$ cat config.mk
export PLATFORM = sky130hd
export DESIGN_NAME = fetch_unit
export DESIGN_NICKNAME = d
export VERILOG_FILES = /design/src/rtl/fetch_pkg.sv /design/src/rtl/fetch_unit.sv
export SDC_FILE = /design/constraint.sdc
export NUM_CORES = 1
export LEC_CHECK = 0
export CAP_MARGIN = 20
export CORE_AREA = 2 2 154 156
export CTS_BUF_LIST = sky130_fd_sc_hd__clkbuf_8
export DETAILED_ROUTE_END_ITERATION = 7
export DIE_AREA = 0 0 156 158
export PLACE_DENSITY = 0.77
export SYNTH_ARGS = -nofsm -noshare
export SYNTH_HDL_FRONTEND = slang
export SYNTH_SLANG_ARGS = --single-unit
$ cat constraint.sdc
create_clock -name clk -period 5.8 [get_ports clk]
set_clock_uncertainty 0.15 [all_clocks]
set_input_delay 0.87 -clock clk [delete_from_list [all_inputs] [get_ports clk]]
set_output_delay 0.87 -clock clk [all_outputs]
set_load 0.02 [all_outputs]
$ cat src/rtl/fetch_pkg.sv
// ----------------------------------------------------------------------------
// fetch_pkg
//   Shared definitions for the instruction fetch unit: the fetch FSM state
//   encoding, the instruction word width, the sequential PC increment and the
//   default reset PC.
// ----------------------------------------------------------------------------
package fetch_pkg;

   // BOOT  : seeds the external PC register with the reset PC
   // FETCH : memory request outstanding for the current PC
   // VALID : instruction held for decode until it is accepted
   // DRAIN : memory request outstanding whose data will be thrown away
   typedef enum logic [1:0] {
      ST_BOOT  = 2'd0,
      ST_FETCH = 2'd1,
      ST_VALID = 2'd2,
      ST_DRAIN = 2'd3
   } fetch_state_t;

   localparam int          INST_W           = 32;
   localparam int unsigned PC_INC           = 4;
   localparam logic [63:0] DEFAULT_RESET_PC = 64'h0;

endpackage : fetch_pkg

$ cat src/rtl/fetch_unit.sv
// ----------------------------------------------------------------------------
// fetch_unit
//   Instruction fetch controller. Drives an external program counter register
//   (pc_value / pc_next / pc_load), issues one instruction-memory request at a
//   time and hands each fetched word to decode over a valid/ready handshake.
//   Branch/jump redirects reload the PC and throw away any fetch in flight.
//
// Ports
//   clk, rst_n        : single clock, synchronous active-low reset
//   pc_value          : current value of the external PC register
//   pc_next, pc_load  : value / strobe to load the external PC register
//   imem_req/addr     : instruction memory request and its address
//   imem_ack/rdata    : memory acknowledge and the returned instruction word
//   inst_valid/ready  : decode-side handshake
//   inst, inst_pc     : the instruction offered to decode and its address
//   redirect_valid    : redirect request from branch resolution
//   redirect_target   : redirect address (low two bits are ignored)
//   state             : current FSM state, exported for observation
//
// Handshake rules
//   Memory: imem_req rises together with a new imem_addr; both hold until the
//   cycle imem_ack=1, which completes the request. A request is never
//   withdrawn, so a redirect only marks its data to be discarded.
//   Decode: inst_valid=1 offers inst/inst_pc; they are held unchanged until a
//   cycle with inst_ready=1 (transfer) or redirect_valid=1 (flush). A cycle
//   with both counts as a transfer followed by the redirect.
// ----------------------------------------------------------------------------
module fetch_unit
   import fetch_pkg::*;
#(
   parameter int              BITS     = 64,
   parameter logic [BITS-1:0] RESET_PC = BITS'(DEFAULT_RESET_PC)
) (
   input  logic              clk,
   input  logic              rst_n,
   input  logic [BITS-1:0]   pc_value,
   output logic [BITS-1:0]   pc_next,
   output logic              pc_load,
   output logic              imem_req,
   output logic [BITS-1:0]   imem_addr,
   input  logic              imem_ack,
   input  logic [INST_W-1:0] imem_rdata,
   output logic              inst_valid,
   input  logic              inst_ready,
   output logic [INST_W-1:0] inst,
   output logic [BITS-1:0]   inst_pc,
   input  logic              redirect_valid,
   input  logic [BITS-1:0]   redirect_target,
   output fetch_state_t      state
);

   logic [BITS-1:0] redirect_pc;
   logic [BITS-1:0] inc_pc;
   logic [BITS-1:0] fetch_addr;
   logic            unused_ok;

   // Instructions are word aligned; the low target bits are dropped.
   assign redirect_pc = {redirect_target[BITS-1:2], 2'b00};
   assign unused_ok   = ^redirect_target[1:0];

   // Sequential successor of the address being fetched; wraps modulo 2^BITS.
   assign inc_pc = imem_addr + BITS'(PC_INC);

   // PC register control. Reset is folded into the BOOT term so the external
   // register is seeded on every reset edge, not only after release. A
   // redirect outranks the +4 increment; BOOT ignores redirects entirely.
   always_comb begin
      pc_load = 1'b0;
      pc_next = pc_value;
      if (!rst_n || state == ST_BOOT) begin
         pc_load = 1'b1;
         pc_next = RESET_PC;
      end else if (redirect_valid) begin
         pc_load = 1'b1;
         pc_next = redirect_pc;
      end else if (state == ST_FETCH && imem_ack) begin
         pc_load = 1'b1;
         pc_next = inc_pc;
      end
   end

   // Address for a new request. When the PC register is being loaded on this
   // same edge, pc_value is still the old value, so the load value is
   // forwarded; otherwise the register already holds the right address.
   assign fetch_addr = pc_load ? pc_next : pc_value;

   always_ff @(posedge clk) begin
      if (!rst_n) begin
         state      <= ST_BOOT;
         imem_req   <= 1'b0;
         imem_addr  <= '0;
         inst_valid <= 1'b0;
         inst       <= '0;
         inst_pc    <= '0;
      end else begin
         case (state)
            ST_BOOT: begin
               state     <= ST_FETCH;
               imem_req  <= 1'b1;
               imem_addr <= fetch_addr;
            end

            ST_FETCH: begin
               if (redirect_valid) begin
                  if (imem_ack) begin
                     // Stale data returned this cycle: drop it and start the
                     // request for the redirect target straight away.
                     imem_addr <= fetch_addr;
                  end else begin
                     // Request still open; it must finish before the new
                     // address may be presented.
                     state <= ST_DRAIN;
                  end
               end else if (imem_ack) begin
                  state      <= ST_VALID;
                  imem_req   <= 1'b0;
                  inst_valid <= 1'b1;
                  inst       <= imem_rdata;
                  inst_pc    <= imem_addr;
               end
            end

            ST_VALID: begin
               if (redirect_valid || inst_ready) begin
                  state      <= ST_FETCH;
                  inst_valid <= 1'b0;
                  imem_req   <= 1'b1;
                  imem_addr  <= fetch_addr;
               end
            end

            ST_DRAIN: begin
               // Further redirects only reload the PC (done combinationally);
               // the old request keeps its address until it is acknowledged.
               if (imem_ack) begin
                  state     <= ST_FETCH;
                  imem_addr <= fetch_addr;
               end
            end

            default: begin
               state      <= ST_BOOT;
               imem_req   <= 1'b0;
               inst_valid <= 1'b0;
            end
         endcase
      end
   end

endmodule : fetch_unit
==> metrics.md <==
| Metric | Value |
|---|---|
| Crit-path cells | ha_1, nand4_1, or4_4, or3_1, nor2_2, xnor2_1, a211oi_1, clkdlybuf4s50_1 |
| Flops & latches, synth | 164 |
| Antenna Nets Post-Route | 0 |
| Slowest stage delay, CP | 0.70 ns |
| Fill cells | 2066 |
| Main synth FF type | dfxtp_1 |
| CTS resizes | 0 |
| DR DRC count | 0 |
| Min-delay src | inst_pc[22]$_SDFFE_PN0P_ |
| Yosys top cell by area | dfxtp_1 |
| Die Y | 158 um |
| Int Pwr | 0.001897 W |
| First-pass GRT wire length | 56500 um |
| Total power | around 0.0028 W |
| Post-Syn Area | 9110 um2 |
| Peak Freq | 0.1983 GHz |
| Worst setup SP type | flop |
| Detailed-route wire length per cell | 20.93 um |
| Yosys top cell area share | approximately 36% |
| Avg Inst Size Synth | 7.535 um2 |
| Combinational Power Share | 22.4% |
| Share of cells above drive strength 1 | about 5.9% |
| Hold buffers post-CTS | 0 |
| I/O Buffers | 391 |
| Met3 wire length | ~3100 um |
| Core ar. | around 23000 um2 |
| Final setup vio count | 0 |
| Ys Warns | 0 |
| Worst path required time | 4.78 ns |
| 1st-iter DRT viols | 870 |
| Post-Syn Instances | between 1000 and 1500 |
| DRT Pass-1 Iters | 6 |
| Psw | about 0.0009 W |
| RD Place Congestion | about 0.9 |
| Initial antenna violation count | 1 |
| Post-CTS setup buffers | 0 |
| CP arrival | 4.02 ns |
| H-Tree Depth | 4 |
| Largest cells by area after synthesis | dfxtp_1 36%, nand2_1 12%, a21boi_0 8.8%, clkbuf_1 3.6%, o21ai_0 3.2% |
| Vias in the first global route | 9715 |
| Synth cell types | ~60 |
| Syn_nets | 1375 |
| Total area of sequential cells | approximately 3300 um2 |
| Post-layout nets | 1704 |
| Max Root-Sink Buffers | 2 |
| Commonest non-fill, non-tap cells in the layout | 389 x clkdlybuf4s50_1, 282 x nand2_1, 164 x dfxtp_1 |
| Crit. End Element | output port |
| Worst Path Max Fanout | 7 |
| Sw frac | 32.03% |
| Critical setup path kind | reg -> out |
| Grt ovf | 0 |
| Met1 WL | about 16000 um |
| Crit path max-delay cell type | clkdlybuf4s50_1 |
| Die area | 24650 um2 |
| R2R Path Start | state[1]$_SDFFE_PN0P_ |
| P&R area growth vs syn | 49.72% |
| Final wirelength | 38550 um |
| Worst-skew pair later-pin latency | 0.46 ns |
| Max Cap Viol | 0 |
| I/O pin count | 394 |
| Via count | 10380 |
| Setup TNS | 0 ns |
| DR top layer | met4 |
| CTS clk-pin slew, worst paths | approximately 0.10 ns |
| Crit path from | imem_addr[2]$_SDFFE_PN0P_ |
| Die Span X | 156 um |
| Status | finished clean |
| TritonCTS Buffers | 17 |
| Placement row count | 56 |
| Minimum clock period | 5.044 ns |
| Pwr/cell area | 204.6 nW/um2 |
| Met2 WL post-DR | 18820 um |
| Sequential share of the synthesized area | 36.04% |
| Clk root buf | clkbuf_8 |
| Most common cell after layout, fill and taps aside | clkdlybuf4s50_1 |
| Final hold vios | 0 |
| Multi-input gate area | 5409 um2 |
| Number of flops mapped to enable cells by yosys | 0 |
| Maximum number of pins on one net before global-route repair | 94 |
| Async SR Flop Fraction | 0% |
| Unrepaired setup endpoints after global routing | false |
| Hpwl dp | 27320 um |
| Lkg Pwr | 4.567 nW |
| Clk pwr share | 33.7% |
| Period utilization | 86.96% |
| Total GRT Usage | 29.75% |
| Initial Util | 39.52% |
| Max VDD drop | between 100 and 150 uV |
| Worst-Margin Slew | 1.026 ns |
| Slew Viols, Final | 0 |
| Seq pwr share | 43.9% |
| Clk sink count | around 160 |
| Slew HR | between 30 and 40% |
| Vias/cell | 5.636 |
| CTS tree | built |
| Hold crit path type | reg -> reg |
[kinds of logic (layout without fill, tap and decap cells)]
| logic type | Yosys count | in the layout | synth area share, % |
|---|---|---|---|
| compound gates | 322 | 322 | 24.54 |
| other cells | 0 | 1 | 0 |
| fa+ha+maj | 1 | 1 | 0.1373 |
| buf+inv | 117 | 459 | 5.123 |
| flops | 164 | 164 | 36.04 |
| simple gates | 549 | 549 | 28.70 |
| mux | 5 | 5 | 0.5494 |
| xor+xnor | 51 | 51 | 4.903 |
[routing by layer]
| metal | vias up | GRT usage, % |
|---|---|---|
| met5 | - | 0 |
| met4 | 0 | 10.44 |
| met3 | 63 | 5.749 |
| met2 | 522 | 51.33 |
| met1 | 4891 | 37.15 |
| li1 | 4905 | - |
[power groups by stage]
stage	Sequential (W)	Combinational (W)	Clock (W)
final	0.00123	0.000626	0.000940
after detailed placement	0.00125	0.000620	0
after global routing	0.00123	0.000663	0.000998
after global placement	0.00125	0.000618	0
after CTS	0.00122	0.000624	0.000960
after floorplan	0.00127	0.000264	0
[per-stage QoR]
step           area, um2  hold slack, ns  cells  worst slack [ns]  util (%)
6_report           13640          0.3186   1842            0.7563     59.17
5_1_grt            13640          0.3410   1842            0.5674     59.17
4_1_cts            13640          0.3221   1841            0.7351     59.16
3_5_place_dp       13210          0.3077   1809             1.013     57.28
3_3_place_gp       13210          0.3005   1809             1.022     57.28
2_1_floorplan       9110          0.3886   1209             1.747         -
[cell type report]
cell class / count / area share (%)
clock inverters: 15 / 1.449
repair buffers: 416 / 30.13
well taps: 290 / 2.660
inverters: 11 / 0.3027
multi-input cells: 928 / 39.66
flip-flops and latches: 164 / 24.07
clock buffers: 17 / 1.715
diodes: 1 / 0.01835
[worst paths after layout]
check	to	slack [ns]	cells after the start
worst max register to register	imem_addr[28]$_SDFFE_PN0P_	2.79	6
worst min-delay path	inst_pc[22]$_SDFFE_PN0P_	0.32	2
worst max-delay path	pc_next[56]	0.76	8
worst min register to register	inst_pc[22]$_SDFFE_PN0P_	0.32	2
[Yosys cell counts (11+ instances only)]
library cell,instances
xnor2_1,28
a22oi_1,16
nor2_1,56
nor3_1,36
or3_1,14
and3_1,19
a21boi_0,107
o21ai_0,58
dfxtp_1,164
clkbuf_1,87
nor2b_1,25
a21oi_1,51
inv_1,11
a211oi_1,16
xor2_1,23
nand2_1,283
nor4_1,14
nand3_1,40
nand4_1,19
and2_1,12
[worst max-delay path, delay by kind of cell, from the launching register on]
kind                       cells  cell delay (ns)
AOI/OAI and AO/OA              1             0.37
xor gates and xnor gates       1             0.08
adders and majority gates      1             0.28
buffers and inverters          1             0.70
DFF                            1             0.48
and+or+nand+nor                4             1.63
[flip-flops by register name (all words and copies together) (netlist names)]
register / flops
imem_req: 1
inst_pc: 64
imem_addr: 64
inst_valid: 1
state: 2
inst: 32
Note: power is estimated with default switching activity, not from simulation.
